===== src/rtl/ysyx_22041412_lsu.sv =====
// Load/store unit: aligns sub-word accesses onto an 8-byte req/gnt/rvalid bus
// and returns one registered write-back beat per instruction.
module ysyx_22041412_lsu #(
  parameter logic [6:0] OPC_LOAD  = 7'b0000011,
  parameter logic [6:0] OPC_STORE = 7'b0100011
) (
  input  logic        clk,
  input  logic        rst_n,
  input  logic        in_valid,
  output logic        in_ready,
  input  logic [6:0]  in_opcode,
  input  logic [2:0]  in_func3,
  input  logic [63:0] in_result,
  input  logic [63:0] in_store_data,
  input  logic [4:0]  in_rd,
  input  logic        in_wen,
  output logic        mem_req,
  output logic        mem_we,
  output logic [63:0] mem_addr,
  output logic [63:0] mem_wdata,
  output logic [7:0]  mem_wmask,
  input  logic        mem_gnt,
  input  logic        mem_rvalid,
  input  logic [63:0] mem_rdata,
  output logic        out_valid,
  input  logic        out_ready,
  output logic [63:0] out_data,
  output logic [4:0]  out_rd,
  output logic        out_wen,
  output logic        out_exc
);

  localparam int unsigned XLEN   = 64;
  localparam int unsigned STRB_W = 8;

  typedef enum logic [1:0] {IDLE, REQ, WAIT, DONE} state_e;

  state_e            state_q, state_d;
  logic              is_load_q, is_load_d;
  logic [2:0]        func3_q, func3_d;
  logic [2:0]        off_q, off_d;
  logic [4:0]        rd_q, rd_d;
  logic              wen_q, wen_d;
  logic              mem_req_q, mem_req_d;
  logic              mem_we_q, mem_we_d;
  logic [XLEN-1:0]   mem_addr_q, mem_addr_d;
  logic [XLEN-1:0]   mem_wdata_q, mem_wdata_d;
  logic [STRB_W-1:0] mem_wmask_q, mem_wmask_d;
  logic              out_valid_q, out_valid_d;
  logic [XLEN-1:0]   out_data_q, out_data_d;
  logic [4:0]        out_rd_q, out_rd_d;
  logic              out_wen_q, out_wen_d;
  logic              out_exc_q, out_exc_d;

  logic              is_ld_c, is_st_c, bad_f3_c, misal_c;
  logic [STRB_W-1:0] size_mask_c;
  logic [XLEN-1:0]   ld_shift_c, ld_val_c;

  // Decode of the incoming beat: access class, legality and byte-lane mask
  always_comb begin
    is_ld_c  = (in_opcode == OPC_LOAD);
    is_st_c  = (in_opcode == OPC_STORE);
    bad_f3_c = (is_ld_c && (in_func3 == 3'b111)) || (is_st_c && in_func3[2]);
    misal_c  = 1'b0;
    size_mask_c = 8'h01;
    case (in_func3[1:0])
      2'b00: begin misal_c = 1'b0;              size_mask_c = 8'h01; end
      2'b01: begin misal_c = in_result[0];      size_mask_c = 8'h03; end
      2'b10: begin misal_c = |in_result[1:0];   size_mask_c = 8'h0F; end
      default: begin misal_c = |in_result[2:0]; size_mask_c = 8'hFF; end
    endcase
  end

  // Load lane extraction and sign/zero extension from the captured offset/width
  always_comb begin
    ld_shift_c = mem_rdata >> {off_q, 3'b000};
    case (func3_q)
      3'b000:  ld_val_c = {{56{ld_shift_c[7]}},  ld_shift_c[7:0]};
      3'b001:  ld_val_c = {{48{ld_shift_c[15]}}, ld_shift_c[15:0]};
      3'b010:  ld_val_c = {{32{ld_shift_c[31]}}, ld_shift_c[31:0]};
      3'b011:  ld_val_c = ld_shift_c;
      3'b100:  ld_val_c = {56'd0, ld_shift_c[7:0]};
      3'b101:  ld_val_c = {48'd0, ld_shift_c[15:0]};
      3'b110:  ld_val_c = {32'd0, ld_shift_c[31:0]};
      default: ld_val_c = '0;
    endcase
  end

  always_comb begin
    state_d     = state_q;
    is_load_d   = is_load_q;
    func3_d     = func3_q;
    off_d       = off_q;
    rd_d        = rd_q;
    wen_d       = wen_q;
    mem_req_d   = mem_req_q;
    mem_we_d    = mem_we_q;
    mem_addr_d  = mem_addr_q;
    mem_wdata_d = mem_wdata_q;
    mem_wmask_d = mem_wmask_q;
    out_valid_d = out_valid_q;
    out_data_d  = out_data_q;
    out_rd_d    = out_rd_q;
    out_wen_d   = out_wen_q;
    out_exc_d   = out_exc_q;
    case (state_q)
      IDLE: begin
        if (in_valid) begin
          is_load_d = is_ld_c;
          func3_d   = in_func3;
          off_d     = in_result[2:0];
          rd_d      = in_rd;
          wen_d     = in_wen;
          if (!is_ld_c && !is_st_c) begin
            out_valid_d = 1'b1;
            out_data_d  = in_result;
            out_rd_d    = in_rd;
            out_wen_d   = in_wen;
            out_exc_d   = 1'b0;
            state_d     = DONE;
          end else if (bad_f3_c || misal_c) begin
            // Faulting address is returned as data for the trap handler
            out_valid_d = 1'b1;
            out_data_d  = in_result;
            out_rd_d    = in_rd;
            out_wen_d   = 1'b0;
            out_exc_d   = 1'b1;
            state_d     = DONE;
          end else begin
            mem_req_d   = 1'b1;
            mem_we_d    = is_st_c;
            mem_addr_d  = {in_result[63:3], 3'b000};
            mem_wdata_d = is_st_c ? (in_store_data << {in_result[2:0], 3'b000}) : '0;
            mem_wmask_d = is_st_c ? STRB_W'(size_mask_c << in_result[2:0]) : '0;
            state_d     = REQ;
          end
        end
      end
      REQ: begin
        if (mem_gnt) begin
          mem_req_d   = 1'b0;
          mem_we_d    = 1'b0;
          mem_wmask_d = '0;
          if (is_load_q) begin
            state_d = WAIT;
          end else begin
            out_valid_d = 1'b1;
            out_data_d  = '0;
            out_rd_d    = rd_q;
            out_wen_d   = 1'b0;
            out_exc_d   = 1'b0;
            state_d     = DONE;
          end
        end
      end
      WAIT: begin
        if (mem_rvalid) begin
          out_valid_d = 1'b1;
          out_data_d  = ld_val_c;
          out_rd_d    = rd_q;
          out_wen_d   = wen_q;
          out_exc_d   = 1'b0;
          state_d     = DONE;
        end
      end
      DONE: begin
        if (out_ready) begin
          out_valid_d = 1'b0;
          state_d     = IDLE;
        end
      end
      default: state_d = IDLE;
    endcase
  end

  always_ff @(posedge clk or negedge rst_n) begin
    if (!rst_n) begin
      state_q     <= IDLE;
      is_load_q   <= 1'b0;
      func3_q     <= '0;
      off_q       <= '0;
      rd_q        <= '0;
      wen_q       <= 1'b0;
      mem_req_q   <= 1'b0;
      mem_we_q    <= 1'b0;
      mem_addr_q  <= '0;
      mem_wdata_q <= '0;
      mem_wmask_q <= '0;
      out_valid_q <= 1'b0;
      out_data_q  <= '0;
      out_rd_q    <= '0;
      out_wen_q   <= 1'b0;
      out_exc_q   <= 1'b0;
    end else begin
      state_q     <= state_d;
      is_load_q   <= is_load_d;
      func3_q     <= func3_d;
      off_q       <= off_d;
      rd_q        <= rd_d;
      wen_q       <= wen_d;
      mem_req_q   <= mem_req_d;
      mem_we_q    <= mem_we_d;
      mem_addr_q  <= mem_addr_d;
      mem_wdata_q <= mem_wdata_d;
      mem_wmask_q <= mem_wmask_d;
      out_valid_q <= out_valid_d;
      out_data_q  <= out_data_d;
      out_rd_q    <= out_rd_d;
      out_wen_q   <= out_wen_d;
      out_exc_q   <= out_exc_d;
    end
  end

  assign in_ready  = (state_q == IDLE);
  assign mem_req   = mem_req_q;
  assign mem_we    = mem_we_q;
  assign mem_addr  = mem_addr_q;
  assign mem_wdata = mem_wdata_q;
  assign mem_wmask = mem_wmask_q;
  assign out_valid = out_valid_q;
  assign out_data  = out_data_q;
  assign out_rd    = out_rd_q;
  assign out_wen   = out_wen_q;
  assign out_exc   = out_exc_q;

endmodule


===== config.mk =====
export PLATFORM = sky130hd
export DESIGN_NAME = ysyx_22041412_lsu
export DESIGN_NICKNAME = d
export VERILOG_FILES = /design/src/rtl/ysyx_22041412_lsu.sv
export SDC_FILE = /design/constraint.sdc
export NUM_CORES = 1
export LEC_CHECK = 0
export CAP_MARGIN = 0
export CORE_UTILIZATION = 34
export CTS_CLUSTER_SIZE = 16
export DETAILED_ROUTE_END_ITERATION = 6
export HOLD_SLACK_MARGIN = 0.05
export PLACE_DENSITY_LB_ADDON = 0.3
export SLEW_MARGIN = 10
export SYNTH_ARGS = -nofsm -noshare
export SYNTH_HDL_FRONTEND = slang
export SYNTH_SLANG_ARGS = --single-unit

===== constraint.sdc =====
create_clock -name clk -period 4.2 [get_ports clk]
set_clock_uncertainty 0.05 [all_clocks]
set_input_delay 1.26 -clock clk [delete_from_list [all_inputs] [get_ports clk]]
set_output_delay 1.26 -clock clk [all_outputs]
set_load 0.005 [all_outputs]

==> impl_summary.log, run 1 <==
INFO  metric whs_path_depth = 2
INFO  metric cellPowerDensity = about 570 nW/µm²
INFO  metric synthesis.yosys.warnings = 0
INFO  metric clk_latency = 0.56 ns
INFO  metric nNetsFinal = around 1,900
INFO  metric global_route.peak_usage_layer = met2
INFO  metric post-route-util = 0.4986
INFO  metric clk_slew_on_worst_s_h_paths = 0.06 ns
INFO  metric timing.final.crit_share = 0.8558
INFO  metric cts-root-to-sink-buffers = 3
INFO  metric floorplan.die.width = 194.6 µm
INFO  metric wp_data_required = 4.64 ns
INFO  metric synth.mux.area_fraction = 0.1469
INFO  metric reg2regPathDepth = 8
INFO  metric clock_tree_from_tritoncts = built
INFO  metric wirelength = 50.18 mm
INFO  metric cts_setup_buffers = 0
INFO  metric hold_path_startpoint = mem_addr[45]
INFO  metric cts_buffers = 27
INFO  metric max_cap_viol_count = 0
INFO  metric max_clock_freq = around 0.28 GHz
INFO  metric floorplan.io_pins = 425
INFO  metric outcome = finished clean
INFO  metric num-fill-cells = 3,378
INFO  metric synth_cells = 1,299
INFO  metric slew_headroom = 0.2059
INFO  metric vdd.ir_drop.worst = 0.3514 mV
INFO  metric first_pass_iters = 6
INFO  metric endpoint_kind = flop
INFO  metric post_synth_num_cell_types = 67
INFO  metric place.detailed.hpwl = between 30 and 40 mm
INFO  metric remaining_antenna_violation_count = 0
INFO  metric critPathLaunchType = primary input
INFO  metric total_power = approximately 0.010 W
INFO  metric wire_length_of_the_first_global_routing_pass = 74.99 mm
INFO  metric synth.ff_latch_count = 222
INFO  metric core_area = 36,520 µm²
INFO  metric worst-endpoint-arrival = ~4.0 ns
INFO  metric drt_iter0_drc = just over 800
INFO  metric ys_async_sr_fraction = 1.000
INFO  metric rr_startpoint = state_q[1]
INFO  metric synth_enable_flop_cells = 0
INFO  metric global_route.usage.met3 = 0.06160
INFO  metric worstMarginPinSlew = 1.187 ns
INFO  metric use_met2 = 0.4301
INFO  metric initial_core_util = 0.3455
INFO  metric rows = 70
INFO  metric timing.final.setup_violations = 0
INFO  metric global_route.usage.total = 0.2601
INFO  metric routabilityCongestion = 0.9186
INFO  metric detail_route.wl_per_cell = 23.14 µm
INFO  metric synth_compound_area_frac = 0.2174
INFO  metric period_minus_slack = between 3 and 4 ns
INFO  metric hold_buffers = 0
INFO  metric stdcell_area = 18,210 µm²
INFO  metric rsz0062_at_grt = false
INFO  metric critical_path_class = primary input to flop
INFO  metric drt_drc_violations_left = 0
INFO  metric proportion_of_layout_cells_with_a_drive_suffix_above_1 = 0.1076
INFO  metric die_height = 194.6 µm
INFO  metric port-buffer-count = 421
INFO  metric postPlaceCellArea = 17,240 µm²
INFO  metric hold_viol_final = 0
INFO  metric worst_reg2reg_path_endpoint = out_data[57]
INFO  metric gr-usage-met1 = 0.3327
INFO  metric cts-htree-levels = 1
INFO  metric synth_adder_area_share = 0.005949
INFO  metric post_cts.resized_instances = 0
INFO  metric detailroute.via_count = 11,920
INFO  metric grt_start_max_net_pins = 94
INFO  metric avgViaCountPerCell = between 5 and 6
INFO  metric area_growth_syn_to_layout = 44.31%
INFO  metric synth.avg_cell_area = 9.714 µm²
INFO  metric total_grt_overflow = 0
INFO  metric min-delay-path-class = flop to flop
INFO  metric combinational_family_with_the_most_area_after_synthesis = compound AO/OA/AOI/OAI gates
INFO  metric synthFlopType = dfrtp_1
INFO  metric synth-seq-area-share = 0.4403
INFO  metric number_of_global_route_vias_before_repair = between 10,000 and 15,000
INFO  metric clkSinkCount = 222
INFO  metric hold_end = mem_addr[45]
INFO  metric worst-r2r-setup-slack = between 1 and 1.5 ns
INFO  metric power.leakage = about 7.9 nW
INFO  metric post_synthesis_share_of_cell_area_spent_on_and_or_nand_and_nor_gates = 0.1410
INFO  metric final_max_slew_viol_count = 0
INFO  metric cp_max_fo = 16
INFO  metric post_synth_xor_area_fraction = 0.0006941
INFO  metric antenna_found_initial = 11
INFO  metric clk_root_buffer_cell = clkbuf_16
INFO  metric netlist_area = approximately 13,000 µm²
INFO  metric setup-tns-final = 0 ns
INFO  metric total_die_area = approximately 38,000 µm²
==> worst max-delay path, cell delays in order <==
cell             delay [ns]
clkdlybuf4s50_1        0.71
a22oi_1                0.17
o2111ai_2              0.33
o21a_1                 0.25
nand2_2                0.13
nor2_1                 0.92
a211o_1                0.26
==> state kept, by name (all words and copies together) (netlist names) <==
signal / flops
mem_addr: 61
mem_wdata: 64
mem_we: 1
state_q: 2
out_data: 64
out_exc: 1
mem_req: 1
out_wen: 1
mem_wmask: 8
off_q: 3
wen_q: 1
func3_q: 3
out_rd: 5
rd_q: 5
out_valid: 1
is_load_q: 1
==> final cells by class <==
type | instances | area (µm²) | area share
Clock inverter | 14 | 183.9 | 0.01010
Inverter | 17 | 63.81 | 0.003504
Clock buffer | 36 | 769.5 | 0.04226
Multi-Input combinational cell | 947 | 6490 | 0.3564
Sequential cell | 222 | 5560 | 0.3053
Tap cell | 468 | 585.6 | 0.03216
Antenna cell | 8 | 20.02 | 0.001099
Timing Repair Buffer | 456 | 4537 | 0.2491
==> cell usage in the layout (no fill, tap or decap), drive strengths merged, types with 20 or more instances in the layout <==
| cell type | instances |
|---|---|
| a211oi | 31 |
| buf | 38 |
| nand3 | 20 |
| nand2 | 223 |
| nor2 | 80 |
| clkdlybuf4s50 | 418 |
| o31ai | 28 |
| a21oi | 62 |
| clkbuf | 36 |
| o21ai | 48 |
| a31oi | 24 |
| a22o | 38 |
| nor2b | 22 |
| dfrtp | 222 |
| mux2i | 97 |
| a211o | 26 |
| mux2 | 56 |
==> cells in the mapped netlist (5+ instances only) <==
master | n | area share
a211o_1 | 26 | 0.018
a211oi_1 | 29 | 0.017
a21boi_0 | 9 | 0.0054
a21oi_1 | 62 | 0.025
a22o_1 | 38 | 0.026
a31oi_1 | 23 | 0.011
and3_1 | 11 | 0.0055
buf_1 | 11 | 0.0033
buf_2 | 30 | 0.012
buf_6 | 7 | 0.0062
clkbuf_1 | 63 | 0.019
dfrtp_1 | 222 | 0.44
ha_1 | 6 | 0.0059
inv_1 | 16 | 0.0048
mux2_2 | 55 | 0.049
mux2i_1 | 97 | 0.077
mux4_2 | 11 | 0.020
nand2_1 | 222 | 0.066
nand3_1 | 19 | 0.0075
nand3b_1 | 8 | 0.0048
nor2_1 | 80 | 0.024
nor2b_1 | 22 | 0.011
nor3_1 | 9 | 0.0036
o211ai_1 | 12 | 0.0071
o21a_1 | 14 | 0.0083
o21ai_0 | 45 | 0.018
o221ai_1 | 8 | 0.0056
o22a_1 | 8 | 0.0056
o22ai_1 | 17 | 0.0084
o2bb2ai_1 | 19 | 0.013
o31ai_1 | 28 | 0.017
o32a_1 | 7 | 0.0056
or2_2 | 5 | 0.0025
==> cells by family after synthesis <==
kind of cell    Yosys count
buf+inv                 132
other cells               1
mux                     164
compound gates          376
fa+ha+maj                 6
flops                   222
simple gates            397
xor+xnor                  1
==> how the worst max path moves through the flow <==
stage                  from      endpoint  slack (ns)  cells after the start
3_3_place_gp    in_func3[0]  out_data[42]        0.19                      7
3_5_place_dp    in_func3[0]  out_data[46]        0.07                      7
6_report        in_func3[0]  out_data[45]        0.61                      7
4_1_cts         in_func3[0]  out_data[45]        0.64                      7
5_1_grt         in_func3[0]  out_data[46]        0.48                      7
2_1_floorplan  in_result[1]  out_data[37]        1.05                     10
==> power breakdown <==
part	total, W	switching [W]	internal [W]
clock	0.00252	0.000985	0.00153
combinational	0.00483	0.00256	0.00227
sequential	0.00304	0.000423	0.00262
total	0.0104	0.00397	0.00642
==> stage by stage <==
step | std cells | setup slack [ns] | hold slack [ns]
after floorplan | 1301 | 1.050 | 0.4128
after global placement | 2110 | 0.1934 | 0.4027
after detailed placement | 2110 | 0.06813 | 0.4096
after CTS | 2160 | 0.6394 | 0.4235
after global routing | 2168 | 0.4810 | 0.4349
final | 2168 | 0.6057 | 0.4235
==> routing by layer <==
| metal | part of all wire | up-vias |
|---|---|---|
| met5 | 0.00048 | - |
| met4 | 0.031 | 4 |
| met3 | 0.083 | 87 |
| met2 | 0.48 | 528 |
| met1 | 0.41 | 5802 |
| li1 | - | 5496 |
(Power assumes the default switching activity.)
==> inputs of run 2 (changes only) <==
--- a/config.mk
+++ b/config.mk
@@ -5,12 +5,13 @@
 export SDC_FILE = /design/constraint.sdc
 export NUM_CORES = 1
 export LEC_CHECK = 0
+export ABC_AREA = 0
 export CAP_MARGIN = 0
 export CORE_UTILIZATION = 34
-export CTS_CLUSTER_SIZE = 16
 export DETAILED_ROUTE_END_ITERATION = 6
 export HOLD_SLACK_MARGIN = 0.05
 export PLACE_DENSITY_LB_ADDON = 0.3
+export RECOVER_POWER = 50
 export SLEW_MARGIN = 10
 export SYNTH_ARGS = -nofsm -noshare
 export SYNTH_HDL_FRONTEND = slang
==> impl_summary.log, run 2 (same netlist as run 1, synthesis figures left out) <==
INFO  metric layout.cells.non_filler = 2,167
INFO  metric setup.worst_path.start = in_result[2]
INFO  metric period_minus_slack = 3.722 ns
INFO  metric layout.cells.most_common_list = clkdlybuf4s50_1, nand2_1, dfrtp_1
INFO  metric antenna_found_initial = 11
INFO  metric proportion_of_layout_cells_with_a_drive_suffix_above_1 = 0.1047
INFO  metric slew_headroom = -0.3520
INFO  metric dp_worst_setup_slack = approximately 0.068 ns
INFO  metric num-fill-cells = 3,375
INFO  metric timing.critical_path.cells = clkdlybuf4s50_1 > buf_4 > inv_2 > clkbuf_1 > a21oi_1 > a31oi_1 > nor2_1 > a22o_1
INFO  metric p_switching = a little under 0.004 W
INFO  metric rows = 70
INFO  metric cts_buffers = 27
INFO  metric critical_path_class = primary input to flop
INFO  metric wire_length_of_the_first_global_routing_pass = ~75 mm
INFO  metric number_of_global_route_vias_before_repair = 11,850
INFO  metric outcome = finished with violations
INFO  metric floorplan.die.width = 194.6 µm
INFO  metric max_cap_viol_count = 2
INFO  metric drt_iter0_drc = roughly 900
INFO  metric clk_slew_on_worst_s_h_paths = about 0.060 ns
INFO  metric place.detailed.hpwl = 37.67 mm
INFO  metric cellPowerDensity = 567.6 nW/µm²
INFO  metric clkPwrFrac = 0.242
INFO  metric clock_tree_from_tritoncts = built
INFO  metric detailroute.via_count = 11,950
INFO  metric routabilityCongestion = ~0.92
INFO  metric clkSinkCount = 222
INFO  metric wp_data_required = 4.57 ns
INFO  metric critical_path.n_buffers_inverters = 4
INFO  metric worst-endpoint-arrival = between 4 and 5 ns
INFO  metric min-delay-path-class = flop to flop
INFO  metric worstMarginPinSlew = 2.028 ns
INFO  metric hold_path_startpoint = mem_addr[45]
INFO  metric stdcell_area = 18,160 µm²
INFO  metric initial_core_util = 0.3455
INFO  metric wirelength = 50.20 mm
INFO  metric global_route.usage.total = 0.2597
INFO  metric dpl_cells = ~2,100
INFO  metric postPlaceCellArea = 17,240 µm²
INFO  metric core_area = 36,520 µm²
INFO  metric seqPwrFrac = 0.295
INFO  metric clk_latency = 0.55 ns
INFO  metric cp_max_fo = 36
INFO  metric cts-htree-levels = 1
INFO  metric total_grt_overflow = 0
INFO  metric power.share.combinational = 0.463
INFO  metric timing.final.setup_violations = 0
INFO  metric rr_startpoint = state_q[1]
INFO  metric hold_buffers = 0
INFO  metric die_height = a little under 200 µm
INFO  metric port-buffer-count = 421
INFO  metric endpoint_kind = flop
INFO  metric setup-tns-final = 0 ns
INFO  metric critPathLaunchType = primary input
INFO  metric timing.final.crit_share = 0.8863
INFO  metric cts-root-to-sink-buffers = 3
INFO  metric mostFrequentLayoutCell = clkdlybuf4s50_1
INFO  metric final_max_slew_viol_count = 118
INFO  metric layout_setup_ws = between 0.4 and 0.5 ns
INFO  metric hold_viol_final = 0
INFO  metric clk_root_buffer_cell = clkbuf_16
INFO  metric rsz0062_at_grt = false
INFO  metric remaining_antenna_violation_count = 0
INFO  metric intPower = between 0.006 and 0.007 W
INFO  metric power.leakage = 8.152 nW
INFO  metric grt_start_max_net_pins = 94
INFO  metric first_pass_iters = 6
INFO  metric violations = capacitance limit, slew limit
INFO  metric post_cts.resized_instances = 0
INFO  metric cp_slowest_cell = clkbuf_1
INFO  metric max_clock_freq = 0.2686 GHz
INFO  metric fin_worst_hold_slack = ~0.42 ns
INFO  metric floorplan.io_pins = roughly 430
INFO  metric critPathMaxStageDelay = 1.36 ns
INFO  metric total_die_area = 37,890 µm²
INFO  metric vdd.ir_drop.worst = 0.3509 mV
INFO  metric power.share.switching = 0.3825
INFO  metric detail_route.wl_per_cell = about 23 µm
INFO  metric area_growth_syn_to_layout = 43.90%
INFO  metric drt_drc_violations_left = 0
INFO  metric avgViaCountPerCell = between 5 and 6
INFO  metric nNetsFinal = roughly 1,900
INFO  metric cts_setup_buffers = 0
INFO  metric critical_path.top_delay_family = buffers and inverters
-- run 2: changes by cell type in the layout (fill, tap and decap cells not counted) --
cell	previous run	this run
clkdlybuf4s50_1	418	328
a211oi_2	2	1
buf_4	31	30
o221ai_2	1	0
clkbuf_2	0	2
clkbuf_1	3	5
inv_6	1	0
clkinv_2	5	3
buf_12	5	3
o221ai_1	8	9
clkinvlp_4	4	5
dlygate4sd3_1	0	90
a211oi_1	29	30
-- run 2: layout make-up --
class                           count  area, µm²  area share
Inverter                           17      63.81    0.003514
Multi-Input combinational cell    947       6479      0.3568
Antenna cell                        8      20.02    0.001103
Sequential cell                   222       5560      0.3062
Timing Repair Buffer              456       4503      0.2480
Tap cell                          468      585.6     0.03225
Clock buffer                       37      773.2     0.04259
Clock inverter                     12      172.7    0.009509
-- run 2: path summary, 6_finish.rpt --
check | depth (start not counted) | slack (ns) | end
worst min register to register | 2 | 0.42 | mem_addr[45]
worst max-delay path | 8 | 0.48 | mem_wdata[51]
worst min-delay path | 2 | 0.42 | mem_addr[45]
max in group asynchronous | 2 | 0.93 | mem_wdata[47]
min in group asynchronous | 1 | 0.67 | out_data[26]
worst max register to register | 8 | 1.13 | out_data[45]
-- run 2: stage by stage --
step / util / power, W
after floorplan: - / 0.005780
after global placement: 0.4719 / 0.007784
after global routing: 0.4972 / 0.01085
final: 0.4972 / 0.01031
after CTS: 0.4978 / 0.01040
after detailed placement: 0.4719 / 0.007868
-- run 2: power by group through the flow --
stage / sequential (W) / clock [W] / combinational (W)
after CTS: 0.00304 / 0.00255 / 0.00481
after global placement: 0.00306 / 0 / 0.00473
after global routing: 0.00311 / 0.00263 / 0.00512
after floorplan: 0.00291 / 0 / 0.00287
after detailed placement: 0.00307 / 0 / 0.00479
final: 0.00304 / 0.00250 / 0.00477
-- run 2: metal layers --
layer,vias to the layer above,share of wire,track usage
li1,5511,-,-
met1,5813,0.41,0.3310
met2,533,0.48,0.4298
met3,85,0.081,0.06125
met4,4,0.033,0.08965
met5,-,0.00048,0
-- run 2: worst reg2reg max path, delay by kind of cell, from the launching register on --
family	cells	cell delay, ns
and+or+nand+nor	4	1.55
AOI/OAI and AO/OA	2	0.53
DFF	1	0.45
adders and majority gates	1	0.32
buffers and inverters	1	0.12
==> inputs of run 3 (changes only) <==
--- a/config.mk
+++ b/config.mk
@@ -7,7 +7,7 @@
 export LEC_CHECK = 0
 export ABC_AREA = 0
 export CAP_MARGIN = 0
-export CORE_UTILIZATION = 34
+export CORE_UTILIZATION = 45
 export DETAILED_ROUTE_END_ITERATION = 6
 export HOLD_SLACK_MARGIN = 0.05
 export PLACE_DENSITY_LB_ADDON = 0.3
==> impl_summary.log, run 3 (same netlist as run 1, synthesis figures left out) <==
INFO  metric outcome = finished with violations
INFO  metric violations = capacitance limit, slew limit
INFO  metric postPlaceCellArea = 17,100 µm²
INFO  metric clk_latency = 0.52 ns
INFO  metric power.leakage = 8.115 nW
INFO  metric antenna_found_initial = 6
INFO  metric layout_setup_ws = 0.5396 ns
INFO  metric routabilityCongestion = between 0.9 and 1
INFO  metric post-route-util = 0.6584
INFO  metric stdcell_area = 17,940 µm²
INFO  metric rows = 60
INFO  metric place.detailed.hpwl = 35.54 mm
INFO  metric port-buffer-count = 421
INFO  metric post_cts.resized_instances = 0
INFO  metric worstMarginPinSlew = 2.412 ns
INFO  metric critical_path_class = primary input to flop
INFO  metric endpoint_kind = flop
INFO  metric hold_buffers = 0
INFO  metric min-delay-path-class = flop to flop
INFO  metric final_max_slew_viol_count = 89
INFO  metric critPathLaunchType = primary input
INFO  metric wirelength = 47.50 mm
INFO  metric mostFrequentLayoutCell = clkdlybuf4s50_1
INFO  metric global_route.usage.total = 0.3273
INFO  metric grt_start_max_net_pins = 91
INFO  metric dp_worst_setup_slack = between 0.2 and 0.25 ns
INFO  metric detail_route.wl_per_cell = 23.03 µm
INFO  metric number_of_global_route_vias_before_repair = 11,870
INFO  metric clk_slew_on_worst_s_h_paths = 0.06 ns
INFO  metric proportion_of_layout_cells_with_a_drive_suffix_above_1 = 0.1015
INFO  metric cp_max_fo = 66
INFO  metric drt_iter0_drc = 1,119
INFO  metric first_pass_iters = 6
INFO  metric rsz0062_at_grt = false
INFO  metric cellPowerDensity = approximately 560 nW/µm²
INFO  metric floorplan.die.width = 169.5 µm
INFO  metric cts-htree-levels = 1
INFO  metric max_cap_viol_count = 1
INFO  metric layout.cells.most_common_list = clkdlybuf4s50_1, nand2_1, dfrtp_1
INFO  metric die_height = roughly 170 µm
INFO  metric remaining_antenna_violation_count = 0
INFO  metric drt_drc_violations_left = 0
INFO  metric worst-endpoint-arrival = 4.04 ns
INFO  metric cts-root-to-sink-buffers = 3
INFO  metric avgViaCountPerCell = 5.889
INFO  metric timing.final.setup_violations = 0
INFO  metric setup-tns-final = 0 ns
INFO  metric vdd.ir_drop.worst = 0.3298 mV
INFO  metric cts_setup_buffers = 0
INFO  metric total_grt_overflow = 0
INFO  metric detailroute.via_count = 12,150
INFO  metric max_clock_freq = 0.2732 GHz
INFO  metric slew_headroom = -0.6082
INFO  metric hold_viol_final = 0
INFO  metric floorplan.io_pins = around 430
INFO  metric total_die_area = 28,720 µm²
INFO  metric clock_tree_from_tritoncts = built
INFO  metric period_minus_slack = about 3.7 ns
INFO  metric clk_root_buffer_cell = clkbuf_16
INFO  metric cts_buffers = 25
INFO  metric clkSinkCount = around 220
INFO  metric initial_core_util = 0.4630
INFO  metric timing.final.crit_share = 0.8715
INFO  metric area_growth_syn_to_layout = 42.20%
INFO  metric core_area = roughly 27,000 µm²
INFO  metric wire_length_of_the_first_global_routing_pass = 71.55 mm
INFO  metric nNetsFinal = 1,886
INFO  metric wp_data_required = 4.58 ns
run 3: final cells by class:
cell class	instances	area, µm²
fillers	2225	9308
multi-input cells	947	6481
flip-flops and latches	222	5560
repair buffers	453	4504
clock buffers	34	709.4
well taps	372	465.4
clock inverters	12	143.9
inverters	17	63.81
diodes	6	15.01
run 3: routing by layer:
layer  share of wire  vias to the layer above  global-route usage
met4           0.042                        0              0.1355
met5               0                        -                   0
met1            0.39                     5896              0.4201
li1                -                     5489                   -
met2            0.47                      648              0.5339
met3           0.094                      117             0.07323
run 3: power breakdown:
group	switching, W	internal (W)
registers	0.000311	0.00262
clock network	0.000931	0.00137
logic	0.00265	0.00223
run 3: path summary, 6_finish.rpt:
path	slack, ns	cells after the start	startpoint	end
min in group asynchronous	1.42	1	rst_n	out_data[61]
min reg2reg	0.42	2	mem_addr[41]	mem_addr[41]
min	0.42	2	mem_addr[41]	mem_addr[41]
max in group asynchronous	0.94	1	rst_n	off_q[1]
max reg2reg	0.91	5	state_q[0]	out_data[33]
max	0.54	7	in_func3[0]	mem_wdata[9]
run 3: per-stage QoR:
step / power, W / hold slack (ns) / instances
3_5_place_dp: 0.007809 / 0.4080 / 2011
2_1_floorplan: 0.005780 / 0.4128 / 1301
5_1_grt: 0.01062 / 0.4292 / 2062
4_1_cts: 0.01012 / 0.4267 / 2057
3_3_place_gp: 0.007712 / 0.4024 / 2011
6_report: 0.01010 / 0.4204 / 2063
run 3: worst max-delay path: stages:
cell             delay [ns]
clkdlybuf4s50_1        0.59
a22oi_1                0.30
o2111ai_2              0.18
a211oi_1               0.53
nand3_4                0.40
buf_12                 0.33
o41ai_1                0.41
